`src/rtl/nmr_bstrm_arb_ctrl.sv`:
```
// Sequencer for the NMR arbitrary-bitstream datapath: walks command words in the
// sequence RAM and hands them to the datapath, one word per buffer-ready pulse.
module nmr_bstrm_arb_ctrl #(
    parameter int DATA_WIDTH = 120,
    parameter int ADDR_WIDTH = 10,
    parameter int CNT_WIDTH  = 16
) (
    input  logic                    CLK,
    input  logic                    RST,
    input  logic                    SEQ_START,
    input  logic                    SEQ_ABORT,
    input  logic [ADDR_WIDTH-1:0]   SEQ_START_ADDR,
    output logic [ADDR_WIDTH-1:0]   MEM_ADDR,
    output logic                    MEM_RD,
    input  logic [DATA_WIDTH+3:0]   MEM_RDATA,
    output logic                    DPATH_START,
    output logic                    DPATH_RST,
    input  logic                    DPATH_BUF_RDY,
    input  logic                    DPATH_DONE,
    output logic [DATA_WIDTH-1:0]   DPATH_DATA,
    output logic                    PATTERN_MODE,
    output logic                    ALL_1_MODE,
    output logic                    ALL_0_MODE,
    output logic                    END_OF_SEQUENCE,
    output logic                    BUSY,
    output logic                    SEQ_DONE,
    output logic                    ERR_OVERRUN,
    output logic                    ERR_NOEOS,
    output logic [CNT_WIDTH-1:0]    SEG_COUNT
);
    typedef enum logic [2:0] {
        S_IDLE, S_FETCH, S_LOAD, S_ARM, S_RUN, S_RFETCH, S_RLOAD, S_FINISH
    } state_t;

    // {eos, all_0, all_1, pattern}; terminating word has only eos set
    localparam logic [3:0] TERM_MODE = 4'b1000;

    state_t                  state, state_n;
    logic [3:0]              mode, mode_n;
    logic [DATA_WIDTH-1:0]   data_n;
    logic [ADDR_WIDTH-1:0]   start_addr, start_addr_n, mem_addr_n, addr_inc;
    logic [CNT_WIDTH-1:0]    cnt_n, cnt_inc;
    logic [1:0]              arm_cnt, arm_cnt_n;
    logic                    mem_rd_n, dpath_start_n, busy_n, seq_done_n;
    logic                    err_ovr_n, err_noeos_n;
    logic                    dpath_rst_n, rst_hold, rst_hold_n;
    logic                    presented_term;

    assign presented_term = (mode == TERM_MODE);
    assign addr_inc       = MEM_ADDR + ADDR_WIDTH'(1);
    assign cnt_inc        = (&SEG_COUNT) ? SEG_COUNT : SEG_COUNT + CNT_WIDTH'(1);
    assign {END_OF_SEQUENCE, ALL_0_MODE, ALL_1_MODE, PATTERN_MODE} = mode;

    always_comb begin
        state_n       = state;
        mode_n        = mode;
        data_n        = DPATH_DATA;
        start_addr_n  = start_addr;
        mem_addr_n    = MEM_ADDR;
        mem_rd_n      = 1'b0;
        dpath_start_n = 1'b0;
        busy_n        = BUSY;
        seq_done_n    = 1'b0;
        err_ovr_n     = ERR_OVERRUN;
        err_noeos_n   = ERR_NOEOS;
        cnt_n         = SEG_COUNT;
        arm_cnt_n     = arm_cnt;
        dpath_rst_n   = rst_hold;
        rst_hold_n    = 1'b0;

        case (state)
            S_IDLE: begin
                if (SEQ_START) begin
                    start_addr_n = SEQ_START_ADDR;
                    mem_addr_n   = SEQ_START_ADDR;
                    mem_rd_n     = 1'b1;
                    err_ovr_n    = 1'b0;
                    err_noeos_n  = 1'b0;
                    cnt_n        = '0;
                    busy_n       = 1'b1;
                    state_n      = S_FETCH;
                end
            end
            S_FETCH: state_n = S_LOAD;
            S_LOAD: begin
                data_n        = MEM_RDATA[DATA_WIDTH-1:0];
                mode_n        = MEM_RDATA[DATA_WIDTH+3 -: 4];
                cnt_n         = cnt_inc;
                dpath_start_n = 1'b1;
                arm_cnt_n     = '0;
                state_n       = S_ARM;
            end
            S_ARM: begin
                // datapath never left DONE after the start pulse: give up
                if (!DPATH_DONE) begin
                    state_n = S_RUN;
                end else if (arm_cnt == 2'd3) begin
                    err_ovr_n = 1'b1;
                    busy_n    = 1'b0;
                    state_n   = S_IDLE;
                end else begin
                    arm_cnt_n = arm_cnt + 2'd1;
                end
            end
            S_RUN: begin
                if (DPATH_BUF_RDY) begin
                    if (presented_term) begin
                        state_n = S_FINISH;
                    end else if (addr_inc == start_addr) begin
                        mem_addr_n  = addr_inc;
                        err_noeos_n = 1'b1;
                        data_n      = '0;
                        mode_n      = TERM_MODE;
                        cnt_n       = cnt_inc;
                        state_n     = S_FINISH;
                    end else begin
                        mem_addr_n = addr_inc;
                        mem_rd_n   = 1'b1;
                        state_n    = S_RFETCH;
                    end
                end
            end
            S_RFETCH: begin
                if (DPATH_BUF_RDY) err_ovr_n = 1'b1;
                state_n = S_RLOAD;
            end
            S_RLOAD: begin
                if (DPATH_BUF_RDY) err_ovr_n = 1'b1;
                data_n  = MEM_RDATA[DATA_WIDTH-1:0];
                mode_n  = MEM_RDATA[DATA_WIDTH+3 -: 4];
                cnt_n   = cnt_inc;
                state_n = S_RUN;
            end
            S_FINISH: begin
                if (DPATH_DONE) begin
                    seq_done_n = 1'b1;
                    busy_n     = 1'b0;
                    state_n    = S_IDLE;
                end
            end
            default: state_n = S_IDLE;
        endcase

        // abort overrides everything once a sequence is under way
        if (SEQ_ABORT && state != S_IDLE) begin
            state_n       = S_IDLE;
            mode_n        = '0;
            mem_rd_n      = 1'b0;
            dpath_start_n = 1'b0;
            busy_n        = 1'b0;
            seq_done_n    = 1'b0;
            dpath_rst_n   = 1'b1;
            rst_hold_n    = 1'b1;
        end
    end

    always_ff @(posedge CLK or posedge RST) begin
        if (RST) begin
            state       <= S_IDLE;
            mode        <= '0;
            DPATH_DATA  <= '0;
            start_addr  <= '0;
            MEM_ADDR    <= '0;
            MEM_RD      <= 1'b0;
            DPATH_START <= 1'b0;
            DPATH_RST   <= 1'b0;
            rst_hold    <= 1'b0;
            BUSY        <= 1'b0;
            SEQ_DONE    <= 1'b0;
            ERR_OVERRUN <= 1'b0;
            ERR_NOEOS   <= 1'b0;
            SEG_COUNT   <= '0;
            arm_cnt     <= '0;
        end else begin
            state       <= state_n;
            mode        <= mode_n;
            DPATH_DATA  <= data_n;
            start_addr  <= start_addr_n;
            MEM_ADDR    <= mem_addr_n;
            MEM_RD      <= mem_rd_n;
            DPATH_START <= dpath_start_n;
            DPATH_RST   <= dpath_rst_n;
            rst_hold    <= rst_hold_n;
            BUSY        <= busy_n;
            SEQ_DONE    <= seq_done_n;
            ERR_OVERRUN <= err_ovr_n;
            ERR_NOEOS   <= err_noeos_n;
            SEG_COUNT   <= cnt_n;
            arm_cnt     <= arm_cnt_n;
        end
    end
endmodule

```
`config.mk`:
```
export PLATFORM = sky130hd
export DESIGN_NAME = nmr_bstrm_arb_ctrl
export DESIGN_NICKNAME = d
export VERILOG_FILES = /design/src/rtl/nmr_bstrm_arb_ctrl.sv
export SDC_FILE = /design/constraint.sdc
export NUM_CORES = 1
export LEC_CHECK = 0
export CORE_ASPECT_RATIO = 1.5
export CORE_UTILIZATION = 33
export DETAILED_ROUTE_END_ITERATION = 12
export PLACE_DENSITY = 0.67
export SLEW_MARGIN = 10
export SYNTH_ARGS = -nofsm -noshare
export SYNTH_HDL_FRONTEND = slang
export SYNTH_SLANG_ARGS = --single-unit
```
`constraint.sdc`:
```
create_clock -name CLK -period 5 [get_ports CLK]
set_input_delay 0.5 -clock CLK [delete_from_list [all_inputs] [get_ports CLK]]
set_output_delay 0.5 -clock CLK [all_outputs]
set_load 0.05 [all_outputs]
```
[After elaboration in Yosys (flattened, before gate mapping)]
Cells that the tools add are included.
Operators by class
  add/subtract/negate cells: 3
  equal/unequal tests: 26
  multiplexer cells: 59
  reductions and logical operators: 23
Operator list (number)
  two-way mux 120 bit: 3
  case mux 120 bit (2 select lines): 1
  two-way mux 16 bit: 5
  case mux 16 bit (3 select lines): 1
  two-way mux 10 bit: 3
  two-way mux 1 bit: 24
  case mux 3 bit (8 select lines): 1
  != test 3 bit (second input constant): 7
  case mux 10 bit (2 select lines): 1
  AND reduction 5 bit: 4
  two-way mux 3 bit: 6
  adder 16 x 1 -> 16 bit (second input constant): 1
  two-way mux 4 bit: 4
  AND reduction 16 bit: 1
  AND reduction 4 bit: 4
  != test 2 bit (second input constant): 7
  == test 3 bit (second input constant): 4
  nonzero test 3 bit: 4
  adder 10 x 1 -> 10 bit (second input constant): 1
  == test 10 bit: 1
  two-way mux 2 bit: 4
  case mux 4 bit (2 select lines): 1
  == test 3 x 2 -> 1 bit (second input constant): 2
  case mux 1 bit (3 select lines): 2
  other kinds (15): 19
Word-level totals
  register bits after elaboration: 173
  bits of input ports: 140
  output and inout port bits: 157
  logic and storage cells: 126

[Logic depth before layout (Yosys ltp)]
  word-level depth: 7
  gate-level depth with buffers: 11
  mapped depth without buffers: 8

[Worst setup path before layout]
No wires, ideal clock.
  kind: reg-to-reg
  start: register MEM_ADDR[0]
  end: register DPATH_DATA[33]
  library setup time: 0.121 ns
  arrival time: 2.692 ns
  data required time: 4.879 ns
  setup slack: 2.187 ns
  stages on the path, launching flop included: 12
  buffers on the path: 3
  period minus slack after synthesis: 2.813 ns
  cells stage by stage: dfrtp_1 ha_1 and4_1 nand2_1 xnor2_1 nor4b_2 a31oi_1 a21o_1 buf_2 buf_6 buf_6 a22o_1
On the way
  longest elaborated chain between the ends: 4
Ends and longest elaborated chain
  from (decl): line 13  | output logic [ADDR_WIDTH-1:0] MEM_ADDR,
  from (signal assigned): line 179  | MEM_ADDR <= mem_addr_n;
  adder 10 x 1 -> 10 bit: line 50  | assign addr_inc = MEM_ADDR + ADDR_WIDTH'(1);
  == test 10 bit: line 109  | end else if (addr_inc == start_addr) begin
  != test 2 bit (no line)
  AND reduction 4 bit (no line)
  to (signal assigned): line 177  | DPATH_DATA <= data_n;
  to (decl): line 20  | output logic [DATA_WIDTH-1:0] DPATH_DATA,
Every way passes these cells.
A chain may end at the register's enable or synchronous reset.

[Final worst setup path]
  start: register MEM_ADDR[0]
  end: register DPATH_DATA[17]
The elaborated chain is that of the path after synthesis.

==> impl_metrics.json <==
{
  "clk_pin_slew_ns": 0.07,
  "grt_pass1_wl_um": 34110,
  "async_flop_share_pct": 100.0,
  "drv_slew": 0,
  "crit_start": "MEM_ADDR[0]",
  "core_area_um2": 21640,
  "first_global_vias": 5927,
  "die_x_um": 123.2,
  "cts_resized": 0,
  "grt_start_max_net_pins": 99,
  "ir_worst_vdd_uv": 375.0,
  "syn_area_um2": 7271,
  "setup_viol": 0,
  "r2r-start": "MEM_ADDR[0]",
  "portBuffers": 296,
  "synthToLayoutAreaGrowth_pct": 51.73,
  "r2r_slack_ns": 1.35,
  "ys_seq_area_share_pct": 59.54,
  "ys_types": 51,
  "hpwl_um": 15790,
  "io_pins": 297,
  "fmax_ghz": 0.2742,
  "fin_nets": 1049,
  "cp.required_ns": 5.36,
  "fin_skew_ns": 0.009951,
  "synth_ff_type": "dfrtp_1",
  "synth_top_area_share_pct": 59.54,
  "drv_cap": 0,
  "slew_headroom_pct": 28.72,
  "hold_buffers": 0,
  "htree_levels": 4,
  "postCtsSetupBuffers": 0,
  "cts_num_sinks": 173,
  "startpoint_type": "register",
  "dieArea_um2": 22640,
  "power_density_nw_per_um2": 752.9,
  "dr_total_vias": 6135,
  "postRouteAntennaNets": 0,
  "holdWs_ns": 0.4672,
  "leakagePower_nw": 4.791,
  "fin_tns_setup_ns": 0,
  "tightest_slew_ns": 1.069,
  "ys_top_cells_by_area": "dfrtp_1 (60%), a22o_1 (15%), nand2_1 (3.3%), o31ai_1 (2.2%), a21oi_1 (1.8%)",
  "endpoint_kind": "register",
  "rows": 66,
  "wl_um": 22700,
  "cts_buffers": 17,
  "period_minus_slack_ns": 3.646,
  "wl_per_cell_um": 19.07,
  "first_pass_iters": 4,
  "overflow": 0,
  "synth_common_cells": "dfrtp_1 (173), a22o_1 (122), nand2_1 (63)",
  "yosysMostFrequentCell": "dfrtp_1",
  "netlist_instances": 629,
  "drt_iter0_drc": 337,
  "drcViolationCount": 0,
  "clock_latency_ns": 0.43,
  "antennaDiodeCount": 0,
  "r2r_cells": 10,
  "syn_area_per_cell_um2": 11.56,
  "rsz0062_at_grt": "false",
  "antenna_found_initial": 0,
  "grt_usage_pct": 20.01,
  "status": "finished clean",
  "fillCellCount": 1969,
  "post-synth-top-area-cell": "dfrtp_1",
  "dieHeight_um": 183.8,
  "start_util_pct": 33.61,
  "finalHoldViolations": 0,
  "fin_crit_sh_pct": 72.93,
  "critPathCapture": "DPATH_DATA[17]",
  "viasPerCell": 5.155,
  "synth_edf_count": 0,
  "hold_path_class": "register to register",
  "arrival_ns": 4.01,
  "drive_above_1_share_pct": 5.882,
  "syn_nets": 772,
  "path_class": "register to register",
  "clk_path_buf_depth": 2,
  "cts_tree": "built",
  "r2r-end": "DPATH_DATA[17]",
  "gp_congestion": 0.8370,
  "synth_seq_cells": 173,
  "yosys_warnings": 0,
  "cts_root_buf": "clkbuf_16",
  "crit_fanout": 98
}
==> sequential cells by signal, indices dropped and copies added, names as in the netlist <==
register and flops:
DPATH_DATA 120, state 3, BUSY 1, arm_cnt 2
ERR_OVERRUN 1, DPATH_RST 1, DPATH_START 1, start_addr 10
SEG_COUNT 16, MEM_RD 1, rst_hold 1, SEQ_DONE 1
MEM_ADDR 10, ERR_NOEOS 1, mode 4
==> logic make-up (layout without fill, tap and decap cells) <==
logic type	after synthesis	after routing	share of synthesized area, %
fa+ha+maj	3	3	0.5163
mux	3	3	0.4818
xor+xnor	8	8	0.9637
simple gates	152	152	9.861
flops	173	173	59.54
buf+inv	59	348	4.061
compound gates	231	231	24.57
==> through the flow <==
stage	setup slack (ns)	util [%]	power (W)	cell area [um^2]	instances
after floorplan	2.187	-	0.005436	7274	629
after global placement	1.451	48.17	0.006928	10420	1159
after detailed placement	1.405	48.17	0.006953	10420	1159
after CTS	1.364	50.99	0.008378	11030	1190
after global routing	1.063	50.99	0.008714	11030	1190
final	1.354	50.99	0.008305	11030	1190
==> worst max-delay path: stages (launching register included) <==
cell	delay (ns)
dfrtp_1	0.47
ha_1	0.29
and4_1	0.25
nand2_1	0.14
a21oi_1	0.05
a311o_1	0.35
a31oi_2	0.16
buf_4	0.27
a21o_4	0.78
buf_4	0.51
a22o_1	0.21
==> report_power, final <==
part / internal [W] / leakage [nW] / switching [W]
sequential: 0.00198 / 2.19 / 0.000430
combinational: 0.00161 / 2.30 / 0.00291
clock: 0.000823 / 0.299 / 0.000554
==> final cells by class <==
type | instances | area [um^2] | area share (%)
sequential | 173 | 4329 | 39.24
timing repair buffer | 305 | 3030 | 27.47
multi-input combinational | 397 | 2674 | 24.24
clock buffer | 21 | 470.5 | 4.264
tap | 272 | 340.3 | 3.085
clock inverter | 10 | 138.9 | 1.259
inverter | 12 | 48.80 | 0.4423
==> cells in the final DEF (no fill, tap or decap), types with 2 or more instances in the layout <==
cell type and n:
clkdlybuf4s50_1 296, dfrtp_1 173, a22o_1 122, nand2_1 63
nor2_1 29, a21oi_1 26, o21ai_0 23, o31ai_1 21
clkbuf_16 17, nand3_1 15, inv_1 11, nor3_1 10
a31oi_1 9, buf_4 9, xnor2_1 6, nand2b_1 5
nand4_1 5, o22ai_1 5, and2_1 4, o21a_1 4
o211ai_1 3, or3_1 3, o41ai_2 3, ha_1 3
bufinv_16 3, clkinv_4 3, clkinv_2 3, clkbuf_8 3
or2_2 2, and4_1 2, mux2i_1 2, xor2_1 2
a211o_1 2, nor4_1 2, or4_1 2, nor2b_1 2
clkinvlp_4 2
==> routing by layer <==
metal / global-route usage (%) / up-vias / wire [um]
met5: 0 / - / 0
met4: 7.422 / 0 / 449
met3: 4.746 / 25 / 1289
met2: 33.63 / 181 / 11810
met1: 24.62 / 3023 / 9154
li1: - / 2906 / -
==> worst min path at each step <==
stage | endpoint | cells past startpoint | startpoint
2_1_floorplan | DPATH_RST | 1 | rst_hold
3_3_place_gp | DPATH_RST | 1 | rst_hold
3_5_place_dp | DPATH_RST | 1 | rst_hold
4_1_cts | DPATH_RST | 1 | rst_hold
5_1_grt | DPATH_RST | 1 | rst_hold
6_report | DPATH_RST | 1 | rst_hold
Note: power is estimated with default switching activity, not from simulation.
